[config.mk]
export PLATFORM = sky130hd
export DESIGN_NAME = nco_sweep_ctrl
export DESIGN_NICKNAME = d
export VERILOG_FILES = /design/src/rtl/nco_pkg.sv /design/src/rtl/nco_sweep_step.sv /design/src/rtl/nco_sweep_ctrl.sv
export SDC_FILE = /design/constraint.sdc
export NUM_CORES = 1
export LEC_CHECK = 0
export ABC_AREA = 1
export BUFFER_PORTS_ARGS = -buffer_cell sky130_fd_sc_hd__buf_4
export CORE_MARGIN = 2
export CORE_UTILIZATION = 57
export DETAILED_ROUTE_END_ITERATION = 8
export HOLD_SLACK_MARGIN = 0.05
export PLACE_DENSITY = 0.85
export SLEW_MARGIN = 40
export SYNTH_ARGS = -nofsm -noshare
export SYNTH_HDL_FRONTEND = slang
export SYNTH_SLANG_ARGS = --single-unit
[constraint.sdc]
create_clock -name clk -period 3.9 [get_ports clk]
set_input_delay 0 -clock clk [delete_from_list [all_inputs] [get_ports clk]]
set_output_delay 0 -clock clk [all_outputs]
set_load 0.05 [all_outputs]
[src/rtl/nco_pkg.sv]
// nco_pkg: shared constants and FSM state type for the NCO sweep controller
package nco_pkg;
  localparam int CW_WIDTH = 32;
  localparam int MODE_CONT = 0;
  localparam int MODE_TRI = 1;
  typedef enum logic [1:0] {IDLE, LAUNCH, DWELL, DONE} state_t;
endpackage

[src/rtl/nco_sweep_step.sv]
// nco_sweep_step: clamped step of a control word toward a target, never wrapping
// ports: control/step/target words in, dir (1 = up) in; next word and at_target out
module nco_sweep_step #(
  parameter int CW_WIDTH = 32
) (
  input  logic [CW_WIDTH-1:0] control,
  input  logic [CW_WIDTH-1:0] step,
  input  logic [CW_WIDTH-1:0] target,
  input  logic                dir,
  output logic [CW_WIDTH-1:0] next,
  output logic                at_target
);
  logic [CW_WIDTH:0] sum, diff;
  logic              past_up, past_dn;
  assign sum = {1'b0, control} + {1'b0, step};
  assign diff = {1'b0, control} - {1'b0, step};
  // a zero step means "jump straight to target"; diff[CW_WIDTH] flags a borrow
  assign past_up = step == '0 || sum > {1'b0, target};
  assign past_dn = step == '0 || diff[CW_WIDTH] || diff[CW_WIDTH-1:0] < target;
  assign next = dir ? (past_up ? target : sum[CW_WIDTH-1:0])
                    : (past_dn ? target : diff[CW_WIDTH-1:0]);
  assign at_target = control == target;
endmodule

[src/rtl/nco_sweep_ctrl.sv]
// nco_sweep_ctrl: sweeps the NCO frequency word from start_word to stop_word
// ports: clk/reset; start/abort and sweep settings in; control word, nco_reset pulse,
//        busy and done pulse out, all registered
module nco_sweep_ctrl #(
  parameter int CW_WIDTH = nco_pkg::CW_WIDTH,
  parameter int DWELL_WIDTH = 16
) (
  input  logic                   clk,
  input  logic                   reset,
  input  logic                   start,
  input  logic                   abort,
  input  logic [CW_WIDTH-1:0]    start_word,
  input  logic [CW_WIDTH-1:0]    stop_word,
  input  logic [CW_WIDTH-1:0]    step_word,
  input  logic [DWELL_WIDTH-1:0] dwell,
  input  logic [1:0]             mode,
  output logic [CW_WIDTH-1:0]    control,
  output logic                   nco_reset,
  output logic                   busy,
  output logic                   done
);
  import nco_pkg::*;
  state_t                 state_q, state_d;
  logic [CW_WIDTH-1:0]    control_q, control_d, start_q, start_d, stop_q, stop_d;
  logic [CW_WIDTH-1:0]    step_q, step_d, tgt_q, tgt_d, nxt, bnc_nxt;
  logic [DWELL_WIDTH-1:0] cnt_q, cnt_d, dwell_q, dwell_d;
  logic [1:0]             mode_q, mode_d;
  logic                   nco_reset_q, nco_reset_d, busy_q, busy_d, done_q, done_d;
  logic                   dir_q, dir_d, ret_q, ret_d, at_tgt, bounce;
  nco_sweep_step #(.CW_WIDTH(CW_WIDTH)) u_step (
    .control(control_q), .step(step_q), .target(tgt_q), .dir(dir_q),
    .next(nxt), .at_target(at_tgt)
  );
  // step toward the opposite end, used when a triangle sweep bounces
  nco_sweep_step #(.CW_WIDTH(CW_WIDTH)) u_bounce (
    .control(control_q), .step(step_q), .target(ret_q ? stop_q : start_q), .dir(~dir_q),
    .next(bnc_nxt), .at_target()
  );
  // a degenerate triangle (start == stop) has no outbound leg to bounce from
  assign bounce = mode_q[MODE_TRI] && ((!ret_q && start_q != stop_q) || mode_q[MODE_CONT]);
  always_comb begin
    state_d = state_q;
    control_d = control_q;
    start_d = start_q;
    stop_d = stop_q;
    step_d = step_q;
    tgt_d = tgt_q;
    cnt_d = cnt_q;
    dwell_d = dwell_q;
    mode_d = mode_q;
    dir_d = dir_q;
    ret_d = ret_q;
    busy_d = busy_q;
    nco_reset_d = 1'b0;
    done_d = 1'b0;
    if (state_q == IDLE) begin
      if (start) begin
        start_d = start_word;
        stop_d = stop_word;
        step_d = step_word;
        dwell_d = dwell;
        mode_d = mode;
        tgt_d = stop_word;
        dir_d = stop_word >= start_word;
        ret_d = 1'b0;
        state_d = LAUNCH;
      end
    end else if (abort) begin
      state_d = IDLE;
      busy_d = 1'b0;
    end else if (state_q == LAUNCH) begin
      control_d = start_q;
      nco_reset_d = 1'b1;
      busy_d = 1'b1;
      cnt_d = dwell_q;
      state_d = DWELL;
    end else if (state_q == DWELL) begin
      if (cnt_q != '0) cnt_d = cnt_q - DWELL_WIDTH'(1);
      else if (!at_tgt) begin
        control_d = nxt;
        cnt_d = dwell_q;
      end else if (bounce) begin
        tgt_d = ret_q ? stop_q : start_q;
        dir_d = ~dir_q;
        ret_d = ~ret_q;
        control_d = bnc_nxt;
        cnt_d = dwell_q;
      end else if (mode_q == 2'b01) begin
        control_d = start_q;
        cnt_d = dwell_q;
      end else begin
        state_d = DONE;
        busy_d = 1'b0;
        done_d = 1'b1;
      end
    end else state_d = IDLE;
  end
  always_ff @(posedge clk) begin
    if (reset) begin
      state_q <= IDLE;
      control_q <= '0;
      start_q <= '0;
      stop_q <= '0;
      step_q <= '0;
      tgt_q <= '0;
      cnt_q <= '0;
      dwell_q <= '0;
      mode_q <= '0;
      dir_q <= 1'b0;
      ret_q <= 1'b0;
      busy_q <= 1'b0;
      nco_reset_q <= 1'b0;
      done_q <= 1'b0;
    end else begin
      state_q <= state_d;
      control_q <= control_d;
      start_q <= start_d;
      stop_q <= stop_d;
      step_q <= step_d;
      tgt_q <= tgt_d;
      cnt_q <= cnt_d;
      dwell_q <= dwell_d;
      mode_q <= mode_d;
      dir_q <= dir_d;
      ret_q <= ret_d;
      busy_q <= busy_d;
      nco_reset_q <= nco_reset_d;
      done_q <= done_d;
    end
  end
  assign control = control_q;
  assign nco_reset = nco_reset_q;
  assign busy = busy_q;
  assign done = done_q;
endmodule

==> results of run 1 <==
-- cell families after synthesis --
group / after synthesis
and+or+nand+nor: 1541
AOI/OAI and AO/OA: 671
buffers and inverters: 492
adders and majority gates: 230
DFF: 201
xor gates and xnor gates: 102
muxes: 1
-- metal layers --
| layer | overflow | track usage |
|---|---|---|
| met1 | 4 | 0.784 |
| met2 | 42 | 0.926 |
| met3 | 5 | 0.603 |
| met4 | 34 | 0.742 |
| met5 | 0 | 0.284 |
-- synthesized netlist by cell type (all sizes together), types with 39 or more instances --
master  instances
inv           332
nand4          39
or2            44
a21oi         297
buf            72
nand3         330
o21ai         284
xor2           67
clkbuf         84
ha            228
nor2          203
nand2         862
dfxtp         201
-- stage by stage --
step	cells	setup slack [ns]	instance area [sq um]
after floorplan	3238	0.000697	20100
after global placement	4160	-0.631	24600
after detailed placement	4160	-0.663	24600
after CTS	4367	-0.249	28400
-- what timing repair did --
action / 4_1_cts
gates cloned: 6
endpoints found under the hold margin: 151
resized for setup: 287
pin swaps: 58
setup endpoints to repair: 32
hold buffers: 132
setup buffers: 25
==> results.py, run 1 <==
metrics = {
    "clock_network": {
        "h-tree-depth": 1,
        "clock-sinks": 201,
        "numCtsBuffers": 25,
        "clk_path_buf_depth": 3,
        "cts-root-buf": "clkbuf_16",
    },
    "yosys": {
        "synth_top_family_by_area": "simple AND/OR/NAND/NOR gates",
        "synth.avg_cell_area_sq_um": 6.21,
        "ys_types": 52,
        "synth_seq_cells": 201,
        "synth_xor_area_frac": 0.0445,
        "synth_edf_count": 0,
        "synth_compound_area_frac": 0.182,
        "synth_top_cell_area_share": 0.200,
        "async_flop_share": 0,
        "seq_area_frac_synth": 0.200,
        "synthMuxAreaShare": 0.000498,
        "yosys.area.top_type": "dfxtp_1",
        "synth-simple-area-share": 0.327,
        "yosysWarningCount": 0,
        "synth.area.top_cells": "dfxtp_1 20%, nand2_1 16%, ha_1 14%",
        "syn_inst": 3238,
        "synth.net_count": 3586,
        "synthFlopType": "dfxtp_1",
        "yosys.area_share.adder": 0.144,
        "netlist_area_sq_mm": 0.0201,
    },
    "global_route": {
        "gr-usage-all-layers": 0.765,
        "grt_max_degree": 75,
        "grt-ovfl-total": 85,
        "antenna_found_initial": 10,
    },
    "die": {
        "die_width_microns": 192,
        "pin_count": 153,
        "start_util": 0.580,
        "std_cell_rows": 68,
        "dieHeight_microns": 192,
    },
    "outcome": {
        "failed_stage": "global routing",
        "outcome": "stopped before the end",
        "error": "[ERROR GRT-0232] Routing congestion too high. Check the congestion heatmap in the GUI.",
    },
    "sta": {
        "worstEndpointType": "register data pin",
        "grt-worst-endpoint": "control[29]$_SDFFE_PP0P_/D",
    },
    "place": {
        "hpwl_microns": 64100,
        "gp_congestion": 1.06,
        "io_buffer_count": 152,
    },
}
==> run 2: changes to the inputs <==
--- a/config.mk
+++ b/config.mk
@@ -8,10 +8,9 @@
 export ABC_AREA = 1
 export BUFFER_PORTS_ARGS = -buffer_cell sky130_fd_sc_hd__buf_4
 export CORE_MARGIN = 2
-export CORE_UTILIZATION = 57
+export CORE_UTILIZATION = 40
 export DETAILED_ROUTE_END_ITERATION = 8
-export HOLD_SLACK_MARGIN = 0.05
-export PLACE_DENSITY = 0.85
+export PLACE_DENSITY_LB_ADDON = 0.15
 export SLEW_MARGIN = 40
 export SYNTH_ARGS = -nofsm -noshare
 export SYNTH_HDL_FRONTEND = slang
==> constraint.sdc (replaced) <==
create_clock -name clk -period 5.1 [get_ports clk]
set_input_delay 0 -clock clk [delete_from_list [all_inputs] [get_ports clk]]
set_output_delay 0 -clock clk [all_outputs]
set_load 0.05 [all_outputs]
==> run 2 against run 1 <==
Effect of this change: the flow now finishes without violations; area after synthesis unchanged; synthesized cell count unchanged.
==> results.py, run 2 <==
metrics = {
    "outcome": {
        "outcome": "finished clean",
    },
    "setup_path": {
        "cpPeakStageDelay_ns": 0.41,
        "crit_required_ns": 5.52,
        "worstPathArrival_ns": 5.20,
        "endpoint": "control[20]",
        "start_kind": "flip-flop",
        "r2r_slack_ns": 0.32,
        "r2r_end": "control[20]",
        "critical_path_class": "flip-flop to flip-flop",
        "crit_fanout": 23,
        "crit_path_top_delay_cell": "fa_1",
        "crit_top_cell": "nand2_1",
        "rr_startpoint": "control[0]",
        "setup.worst_path.start": "control[0]",
        "rr_worst_depth": 31,
        "critPathCaptureType": "flip-flop",
    },
    "global_route": {
        "grt_max_degree": 100,
        "gr-usage-all-layers": 0.321,
        "grt_pass1_wl_microns": 131000,
        "grt_pass1_vias": 22100,
        "antenna_found_initial": 1,
        "grt-ovfl-total": 0,
    },
    "place": {
        "hpwl_microns": 66300,
        "gp_congestion": 1.06,
        "post-place-cells": 4037,
        "io_buffer_count": 152,
    },
    "yosys": {
        "synth_xor_area_frac": 0.0445,
        "yosysMostFrequentCell": "nand2_1",
        "synth.area.top_cells": "dfxtp_1 20%, nand2_1 16%, ha_1 14%",
        "synth_top_family_by_area": "simple AND/OR/NAND/NOR gates",
        "synth_seq_cells": 201,
        "synth_compound_area_frac": 0.182,
        "yosysWarningCount": 0,
        "yosys.area.top_type": "dfxtp_1",
        "netlist_area_sq_mm": 0.0201,
        "synth_top_cell_area_share": 0.200,
        "synth_edf_count": 0,
        "synthMuxAreaShare": 0.000498,
        "async_flop_share": 0,
        "synth_common_cells": "855 x nand2_1, 329 x nand3_1, 324 x inv_1, 278 x o21ai_0, 275 x a21oi_1",
        "synthFlopType": "dfxtp_1",
        "yosys.area_share.adder": 0.144,
        "synth.net_count": 3586,
        "seq_area_frac_synth": 0.200,
        "synth.avg_cell_area_sq_um": 6.21,
        "syn_inst": 3238,
        "ys_types": 52,
        "synth-simple-area-share": 0.327,
    },
    "sta": {
        "worst_pin_slew_ns": 0.914,
        "final.setup_skew_ns": 0.0428,
        "fin_crit_sh": 0.938,
        "tns_ns": 0,
        "hold_viol_final": 0,
        "maxSlewHeadroom": 0.384,
        "holdWs_ns": 0.0380,
        "setup_viol": 0,
        "fmax_mhz": 209,
        "min_period_ns": 4.78,
        "drv_slew": 0,
    },
    "clock_network": {
        "clock-sinks": 201,
        "h-tree-depth": 1,
        "post-cts-setup-buffers": 0,
        "cts_tree": "done",
        "numCtsBuffers": 26,
        "cts-root-buf": "clkbuf_16",
        "clock_latency_ns": 0.60,
        "path_clk_slew_ns": 0.06,
        "clk_path_buf_depth": 3,
    },
    "worst_hold_path": {
        "hp-class": "input port to flip-flop",
    },
    "detailed_routing": {
        "vias": 23300,
        "dr.pass1.iters": 6,
        "post_drt_wl_per_cell_microns": 20.4,
        "wl_met1_microns": 39100,
        "totalWireLength_microns": 86100,
        "ant_nets": 0,
        "wl_met3_microns": 6120,
        "vias_per_cell": 5.52,
        "drt-initial-drc-count": 1913,
        "remaining_drc_errors": 0,
        "maxUsedRoutingLayer": "met4",
        "wl_met2_microns": 38400,
    },
    "finish": {
        "fillers": 5170,
        "layout_common_cells": "853 x nand2_1, 329 x nand3_1, 320 x inv_1",
        "multiInputGateArea_sq_mm": 0.0141,
        "area_growth_pct": 22.6,
        "ff_latch_area_sq_mm": 0.00403,
        "nets": 3867,
        "layout_commonest_cell": "nand2_1",
        "final_cell_count_no_fill": 4212,
        "drive_above_1_share": 0.122,
    },
    "power_and_ir_drop": {
        "pwr-share-clk": 0.145,
        "p_int_mw": 6.22,
        "ir_drop_uv": 307,
        "p_sw_frac": 0.536,
        "p_switching_mw": 7.18,
        "power_density_mw_per_mm2": 544,
        "combinationalPowerShare": 0.688,
        "p_leak_nw": 12.2,
        "seqPwrFrac": 0.167,
    },
    "die": {
        "die_width_microns": 228,
        "dieHeight_microns": 228,
        "pin_count": 153,
        "dieArea_sq_mm": 0.0521,
        "coreArea_sq_mm": 0.0499,
        "std_cell_rows": 82,
        "start_util": 0.403,
    },
    "flow_run": {
        "maxCapViolations": 0,
    },
}
run 2: cell counts after synthesis:
No cell type changed its count.
run 2: how the worst min path moves through the flow:
stage,startpoint,to,depth (start not counted)
3_5_place_dp,abort,nco_reset,2
3_3_place_gp,abort,nco_reset,2
4_1_cts,step_word[31],step_q[31],3
6_report,step_word[31],step_q[31],3
2_1_floorplan,abort,nco_reset,1
5_1_grt,step_word[31],step_q[31],3
run 2: metrics by stage:
| step | worst slack [ns] | utilization | total power [mW] | area, sq um |
|---|---|---|---|---|
| floorplan | 1.09 | - | 7.96 | 20100 |
| global placement | 0.240 | 0.449 | 11.0 | 22400 |
| detailed placement | 0.230 | 0.450 | 11.1 | 22400 |
| CTS | 0.219 | 0.493 | 13.2 | 24600 |
| global route | -0.00141 | 0.494 | 14.5 | 24600 |
| finish | 0.316 | 0.494 | 13.4 | 24600 |
run 2: timing repair:
action,in CTS,in global routing
hold buffers,126,0
gates resized for setup,0,13
hold endpoints to repair,163,0
endpoints found under the setup margin,0,32
run 2: cell type report:
| cell class | instances | share of cell area |
|---|---|---|
| Sequential cell | 201 | 0.163 |
| Timing Repair Buffer | 410 | 0.143 |
| Antenna cell | 1 | 0.000102 |
| Tap cell | 672 | 0.0341 |
| Inverter | 335 | 0.0512 |
| Clock inverter | 11 | 0.00533 |
| Multi-Input combinational cell | 2545 | 0.573 |
| Clock buffer | 37 | 0.0301 |
run 2: layer usage:
layer  GRT usage  vias up
met2       0.527      987
li1            -    11300
met5           0        -
met1       0.443    10800
met4      0.0860        0
met3      0.0406      142
run 2: cells by family after synthesis:
kind of cell	Yosys count
and+or+nand+nor	1541
DFF	201
adders and majority gates	230
AOI/OAI and AO/OA	671
xor gates and xnor gates	102
muxes	1
buffers and inverters	492
run 2: worst max-delay path: cells and delay by family (launching register included):
kind	cells	cell delay [ns]
and+or+nand+nor	18	1.53
DFF	1	0.35
adders and majority gates	3	0.75
buffers and inverters	4	0.55
AOI/OAI and AO/OA	5	1.04
xor gates and xnor gates	1	0.37
run 2: power groups by stage:
stage	Combinational, mW	Clock, mW	Sequential [mW]
2_1_floorplan	5.76	0	2.19
4_1_cts	9.03	1.98	2.21
6_report	9.22	1.94	2.23
5_1_grt	10.2	2.03	2.26
3_3_place_gp	8.79	0	2.24
3_5_place_dp	8.88	0	2.24
No activity file was read; power rests on OpenSTA's default activity.
